==> config.mk <==
export PLATFORM = sky130hd
export DESIGN_NAME = jet_feature_loader
export DESIGN_NICKNAME = d
export VERILOG_FILES = /design/src/rtl/jet_tagger_pkg.sv /design/src/rtl/jet_feature_loader.sv
export SDC_FILE = /design/constraint.sdc
export NUM_CORES = 2
export LEC_CHECK = 0
export CAP_MARGIN = 20
export CORE_AREA = 3 3 193 289
export CTS_CLUSTER_DIAMETER = 40
export DETAILED_ROUTE_END_ITERATION = 8
export DIE_AREA = 0 0 196 292
export GPL_TIMING_DRIVEN = 1
export PLACE_DENSITY = 0.84
export REMOVE_ABC_BUFFERS = 1
export SYNTH_ARGS = -nofsm -noshare
export SYNTH_HDL_FRONTEND = slang
export SYNTH_SLANG_ARGS = --single-unit
==> constraint.sdc <==
create_clock -name clk -period 2.77 [get_ports clk]
set_input_delay 0.4155 -clock clk [delete_from_list [all_inputs] [get_ports clk]]
set_output_delay 0.4155 -clock clk [all_outputs]
set_load 0.01 [all_outputs]
==> src/rtl/jet_tagger_pkg.sv <==
// Shared types and constants for the batchnorm jet-tagging datapath.
package jet_tagger_pkg;

    localparam int WIDTH       = 25;
    localparam int NFRAC       = 14;
    localparam int INPUT_SIZE  = 16;
    localparam int OUTPUT_SIZE = 5;
    localparam int IDX_W       = $clog2(INPUT_SIZE);

    typedef logic signed [WIDTH-1:0] feat_t;
    typedef feat_t feat_vec_t [INPUT_SIZE];

    typedef enum logic [1:0] {
        COLLECT = 2'd0,
        DRAIN   = 2'd1,
        WAIT    = 2'd2
    } loader_state_t;

endpackage

==> src/rtl/jet_feature_loader.sv <==
// Assembles a 16-feature frame from a valid/ready stream and hands it to the
// network in parallel, holding it until the network finishes or a watchdog fires.
module jet_feature_loader
    import jet_tagger_pkg::*;
#(
    parameter int ERR_CNT_W = 8,
    parameter int TIMEOUT   = 1024
) (
    input  logic                 clk,
    input  logic                 reset,
    input  logic                 s_valid,
    output logic                 s_ready,
    input  feat_t                s_data,
    input  logic                 s_last,
    output logic                 nn_start,
    output feat_vec_t            nn_data,
    input  logic                 nn_done,
    output logic                 frame_err,
    output logic [ERR_CNT_W-1:0] err_count,
    output logic                 timeout,
    output logic                 busy
);

    localparam int WD_W = $clog2(TIMEOUT + 1);
    localparam logic [IDX_W-1:0] LAST_IDX = IDX_W'(INPUT_SIZE - 1);
    localparam logic [WD_W-1:0]  WD_LIMIT = WD_W'(TIMEOUT - 1);

    loader_state_t        state_q, state_d;
    logic [IDX_W-1:0]     idx_q, idx_d;
    logic [WD_W-1:0]      wd_q, wd_d;
    feat_t                frame_buf_q [INPUT_SIZE-1];
    feat_t                frame_buf_d [INPUT_SIZE-1];
    feat_vec_t            nn_data_q, nn_data_d;
    logic                 nn_start_q, nn_start_d;
    logic                 frame_err_q, frame_err_d;
    logic [ERR_CNT_W-1:0] err_count_q, err_count_d;
    logic                 timeout_q, timeout_d;
    logic                 accept;

    assign s_ready   = !reset && (state_q != WAIT);
    assign accept    = s_valid && s_ready;
    assign busy      = (state_q == WAIT);
    assign nn_start  = nn_start_q;
    assign nn_data   = nn_data_q;
    assign frame_err = frame_err_q;
    assign err_count = err_count_q;
    assign timeout   = timeout_q;

    always_comb begin
        state_d     = state_q;
        idx_d       = idx_q;
        wd_d        = wd_q;
        frame_buf_d = frame_buf_q;
        nn_data_d   = nn_data_q;
        nn_start_d  = 1'b0;
        frame_err_d = 1'b0;
        err_count_d = err_count_q;
        timeout_d   = timeout_q;

        unique case (state_q)
            COLLECT: begin
                if (accept) begin
                    if (idx_q == LAST_IDX) begin
                        idx_d = '0;
                        if (s_last) begin
                            for (int i = 0; i < INPUT_SIZE-1; i++) begin
                                nn_data_d[i] = frame_buf_q[i];
                            end
                            nn_data_d[INPUT_SIZE-1] = s_data;
                            nn_start_d = 1'b1;
                            wd_d       = '0;
                            state_d    = WAIT;
                        end else begin
                            frame_err_d = 1'b1;
                            if (err_count_q != '1) err_count_d = err_count_q + ERR_CNT_W'(1);
                            state_d = DRAIN;
                        end
                    end else begin
                        frame_buf_d[idx_q] = s_data;
                        if (s_last) begin
                            // Short frame: the partial buffer is simply abandoned.
                            idx_d       = '0;
                            frame_err_d = 1'b1;
                            if (err_count_q != '1) err_count_d = err_count_q + ERR_CNT_W'(1);
                        end else begin
                            idx_d = idx_q + IDX_W'(1);
                        end
                    end
                end
            end
            DRAIN: begin
                if (accept && s_last) state_d = COLLECT;
            end
            WAIT: begin
                if (nn_done) begin
                    state_d = COLLECT;
                end else if (wd_q == WD_LIMIT) begin
                    timeout_d = 1'b1;
                    state_d   = COLLECT;
                end else begin
                    wd_d = wd_q + WD_W'(1);
                end
            end
            default: state_d = COLLECT;
        endcase
    end

    always_ff @(posedge clk) begin
        if (reset) begin
            state_q     <= COLLECT;
            idx_q       <= '0;
            wd_q        <= '0;
            frame_buf_q <= '{default: '0};
            nn_data_q   <= '{default: '0};
            nn_start_q  <= 1'b0;
            frame_err_q <= 1'b0;
            err_count_q <= '0;
            timeout_q   <= 1'b0;
        end else begin
            state_q     <= state_d;
            idx_q       <= idx_d;
            wd_q        <= wd_d;
            frame_buf_q <= frame_buf_d;
            nn_data_q   <= nn_data_d;
            nn_start_q  <= nn_start_d;
            frame_err_q <= frame_err_d;
            err_count_q <= err_count_d;
            timeout_q   <= timeout_d;
        end
    end

endmodule
**Word-level counts from Yosys, hierarchy flattened**

Cells that the tools add are included.

- Register bits: 803
- Bits of input ports: 30

- Add/subtract/negate cells: 3
- Order comparisons: 2
- Equal/unequal tests: 14
- Multiplexer cells: 25
- Bitwise gates (word level): 5
- Reductions and logical operators: 17

Operator list:

| kind | count |
|---|---|
| bitwise mux 375 bit | 1 |
| demux 25 bit (select 4 bit) | 1 |
| 2-to-1 mux 11 bit | 5 |
| 2-to-1 mux 8 bit | 4 |
| 2-to-1 mux 25 bit | 1 |
| case mux 11 bit (2 select lines) | 1 |
| != test 2 bit (second input constant) | 8 |
| 2-to-1 mux 2 bit | 6 |
| AND reduction 4 bit | 3 |
| adder 11 x 1 -> 11 bit (second input constant) | 1 |
| equality test 11 x 10 -> 1 bit (second input constant) | 1 |
| adder 8 x 1 -> 8 bit (second input constant) | 1 |
| 2-to-1 mux 4 bit | 2 |
| != test 8 bit (second input constant) | 1 |
| case mux 2 bit (3 select lines) | 1 |
| AND reduction 3 bit | 2 |
| AND reduction 6 bit | 1 |
| greater-or-equal comparator 5 bit (second input constant) | 1 |
| < comparator 5 x 1 -> 1 bit (second input constant) | 1 |
| NOT 4 -> 5 bit | 1 |
| adder 4 x 1 -> 4 bit (second input constant) | 1 |
| equality test 4 bit (second input constant) | 1 |
| logical AND 1 bit | 4 |
| NOT 1 bit | 4 |
| other kinds (10) | 13 |

**Longest topological paths before layout**

- Depth in word-level cells: 6
- Mapped depth: 8
- Gate-level depth less buffers: 5

**Least setup slack after synthesis**

Ideal clock, no wire load.

- Kind: input -> register
- Start point: in reset
- End point: reg wd_q[2]
- Arrival: 1879 ps
- Data required time: 2674 ps
- Slack: 795 ps
- Cell stages on the path: 6
- Cells stage by stage: or4b_1 -> buf_2 -> o21a_1 -> or3_1 -> buf_2 -> o41ai_2

- Word-level cells in the longest chain between the ends: 5

Ends and longest elaborated chain:

| element | line | RTL |
|---|---|---|
| start: declaration | jet_feature_loader.sv:10 | `input logic reset,` |
| logical NOT 1 bit | jet_feature_loader.sv:40 | `assign s_ready = !reset && (state_q != WAIT);` |
| logical AND 1 bit | jet_feature_loader.sv:40 |  |
| logical AND 1 bit | jet_feature_loader.sv:41 | `assign accept = s_valid && s_ready;` |
| != test 2 bit (no line) | -- |  |
| AND reduction 6 bit (no line) | -- |  |
| end signal: assignment | jet_feature_loader.sv:122 | `wd_q <= wd_d;` |
| end: declaration | jet_feature_loader.sv:30 | `logic [WD_W-1:0] wd_q, wd_d;` |

Parallel ways exist; a longest one is shown, timed or not.
A chain may end at the register's enable or synchronous reset.

**Worst setup path after layout**

- Start point: reg state_q[0]
- End point: out s_ready

- Word-level cells in the longest chain between the ends: 2

Ends and longest elaborated chain:

| element | line | RTL |
|---|---|---|
| start: declaration | jet_feature_loader.sv:28 | `loader_state_t state_q, state_d;` |
| start signal: assignment | jet_feature_loader.sv:120 | `state_q <= state_d;` |
| != test 2 bit | jet_feature_loader.sv:40 |  |
| logical AND 1 bit | jet_feature_loader.sv:40 |  |
| end: declaration | jet_feature_loader.sv:12 | `output logic s_ready,` |

No other way between the ends.

==> run summary <==
status: finished, final reports clean
critical path capture point: s_ready
Arr. time, crit path: 2.20 ns
number of synthesized flops with an enable pin: 0
Mapped Cells: 3478
Synth Area in Adders: 0.2669%
worst reg2reg endpoint: err_count[6]
CTS tree: yes
Area Growth Syn to Fin: 27.63%
Leak: 12.61 nW
Via-to-Cell Ratio: 5.463
clk_lat worst skew: 0.61 ns
Routed WL per cell: 18.96 um
Core Util, Final: 66.95%
I/O Pins: 443
RSZ-0062 raised after global routing: no
Detail Route Antenna Nets: 0
Core ar.: 53610 um^2
full die area: 57230 um^2
Final Setup Violations: 0
Max Slew Vio Count: 0
WHS: 0.1653 ns
detailed-placement wirelength estimate: 52550 um
largest net degree at the start of global routing: 225
post-synthesis mux area share: 3.595%
# DRC: 0
FF-to-FF path depth: 5
Gates resized, CTS repair: 0
Final Hold Vio Count: 0
CP required: 2.35 ns
vias in the first global route: 23570
CP startpoint kind: flip-flop
Slew headroom: 29.82%
Layout Nets: 3844
type of the worst setup path: flip-flop to output port
maxcap violations: 0
RD Place Congestion: 0.8170
CTS Hold Buffers Added: 0
initial antenna violation count: 0
Clock Sinks: 803
CP Capture Type: output port
Fmax: 0.3819 GHz
post-synthesis cell type count: 47
Max FO, Critical Path: 12
First-pass DRT Iterations: 7
combinational family with the most area after synthesis: simple AND/OR/NAND/NOR gates
hold crit path type: input pin to flip-flop
simple-gate share of the synthesized area: 21.49%
worst slew pin tran: 1.045 ns
register area share after synthesis: 57.16%
I/O Buffers: 442
P per Cell Area: 636.6 nW/um^2
share of layout cells above drive strength 1: 6.075%
asr flop ratio synth: 0%
total gr overflow: 0
clock root buffer master: clkbuf_16
Synth Area in Compound Gates: 13.30%
via count: 24894
worst reg2reg setup slack: 0.32 ns
Syn Std Cell Area: 28120 um^2
starting density of the core: 52.46%
Final period util: 94.52%
Post-Route WL: 86400 um
Die Wd: 196 um
Final Critical Period: 2.618 ns
Avg Cell Area, Syn: 8.086 um^2
row count: 104
Max rail drop VDD: 0.4547 mV
# Post-CTS Setup Buffers: 0
Synth Area in XOR/XNOR: 0.03114%
# diodes: 0
r2r startpoint: idx_q[0]
first-pass GRT wire length: 131800 um
drt initial violations: 1863
Clock Skew: 0.02836 ns
CP Launch Point: state_q[0]
clock buffer depth: 3
die height: 292 um
Synth Warn #: 0
Top FF cell, synth: dfxtp_1
TritonCTS Buffers: 76
clk slew on worst S/H paths: 0.06 ns
GRT Total Usage: 28.99%
FF+latch count, synth: 803
H-tree depth: 3
==> worst min-delay path by stage <==
| stage | start | to | slack [ns] | depth (start not counted) |
|---|---|---|---|---|
| floorplan | frame_buf_q[0] | frame_buf_q[0] | 0.43 | 2 |
| global placement | nn_data[22] | nn_data[22] | 0.44 | 2 |
| detailed placement | nn_data[169] | nn_data[169] | 0.44 | 2 |
| CTS | reset | nn_data[67] | 0.13 | 2 |
| global route | reset | frame_buf_q[42] | 0.15 | 2 |
| finish | reset | frame_buf_q[42] | 0.17 | 2 |
==> final cells by class <==
class	instances	area (um^2)
well taps	689	862.1
clock buffers	99	2161
multi-input cells	2383	10910
repair buffers	535	5415
flip-flops and latches	803	16080
inverters	9	33.78
fillers	4244	17720
clock inverters	39	440.4
==> metrics by stage <==
step                cell area [um^2]  setup WS (ns)  setup TNS [ns]  power (W)  std cells
CTS                            35890         0.1160               0    0.02299       4557
floorplan                      26990         -10.88        -4350.05    0.01191       3195
global route                   35890        0.06034               0    0.02349       4557
global placement               33290         0.2447               0    0.01242       4419
finish                         35890         0.1517               0    0.02285       4557
detailed placement             33290         0.1448               0    0.01242       4419
==> registers in the layout (all words and copies together) (netlist names) <==
name	count
nn_data	400
err_count	8
frame_err	1
wd_q	11
timeout	1
state_q	2
frame_buf_q	375
nn_start	1
idx_q	4
==> Yosys cell counts (all sizes together), types with 2 or more instances <==
| cell type | number | area, um^2 |
|---|---|---|
| nand2 | 1359 | 5101 |
| dfxtp | 803 | 16080 |
| a21oi | 686 | 3433 |
| clkbuf | 221 | 829.6 |
| nor2 | 118 | 442.9 |
| mux2i | 101 | 1011 |
| buf | 62 | 306.5 |
| nand3 | 16 | 80.08 |
| and3 | 14 | 87.58 |
| nand4 | 11 | 68.82 |
| inv | 9 | 33.78 |
| o311ai | 8 | 70.07 |
| o21ai | 7 | 35.03 |
| ha | 6 | 75.07 |
| o31ai | 6 | 50.05 |
| and4 | 5 | 43.79 |
| o41ai | 4 | 42.55 |
| or4 | 4 | 30.03 |
| a31oi | 3 | 18.77 |
| nor4 | 3 | 18.77 |
| nor4b | 3 | 47.54 |
| or3 | 3 | 18.77 |
| a211oi | 2 | 15.01 |
| nor2b | 2 | 12.51 |
| nor3 | 2 | 10.01 |
| nor3b | 2 | 15.01 |
| o211ai | 2 | 15.01 |
| o21a | 2 | 15.01 |
| o32ai | 2 | 17.52 |
| or4b | 2 | 20.02 |
==> routing by layer <==
metal  up-vias  wire length, um  global-route usage (%)
met3       285             5721                   4.928
met4         0             6382                   19.58
met1     11682            32590                   34.02
li1      11926                -                       -
met2      1001            41700                   48.51
met5         -                0                       0
==> cells in the final DEF, fill, tap and decap left out, types with 3 or more instances in the layout <==
cell type / netlist / final
a31oi_1: 3 / 3
and3_1: 14 / 14
a21oi_1: 686 / 686
mux2i_1: 101 / 101
clkbuf_16: 0 / 78
or4_1: 4 / 4
clkinv_2: 0 / 15
nand2_1: 1359 / 1359
clkdlybuf4s50_1: 0 / 441
o21ai_0: 5 / 5
nand4_1: 11 / 11
buf_4: 0 / 70
o41ai_1: 3 / 3
clkbuf_8: 0 / 13
inv_1: 9 / 9
o31ai_1: 5 / 5
or3_1: 3 / 3
nand3_1: 16 / 12
dfxtp_1: 803 / 803
ha_1: 6 / 6
nor4_1: 3 / 3
bufinv_16: 0 / 6
clkinvlp_4: 0 / 4
and4_1: 5 / 5
nor2_1: 118 / 117
clkinv_8: 0 / 4
o311ai_0: 7 / 7
clkbuf_1: 221 / 8
inv_6: 0 / 5
buf_12: 0 / 23
clkinv_4: 0 / 4
nand3_2: 0 / 4
==> power breakdown <==
group | internal, W | switching, W
registers | 0.0116 | 0.0000148
logic | 0.000122 | 0.000464
clock network | 0.00615 | 0.00454
total | 0.0178 | 0.00502
==> cells by family (layout without fill, tap and decap cells) <==
kind of cell	after synthesis	count (layout)
xor gates and xnor gates	1	1
and+or+nand+nor	1550	1550
DFF	803	803
adders and majority gates	6	6
AOI/OAI and AO/OA	725	725
muxes	101	101
buffers and inverters	292	682
==> critical path, cell delays in order (launching register included) <==
cell,delay [ns]
dfxtp_1,0.48
nand2b_1,0.15
buf_4,0.18
inv_1,0.14
nor2_1,0.11
clkdlybuf4s50_1,0.54
Note: power is estimated with default switching activity, not from simulation.
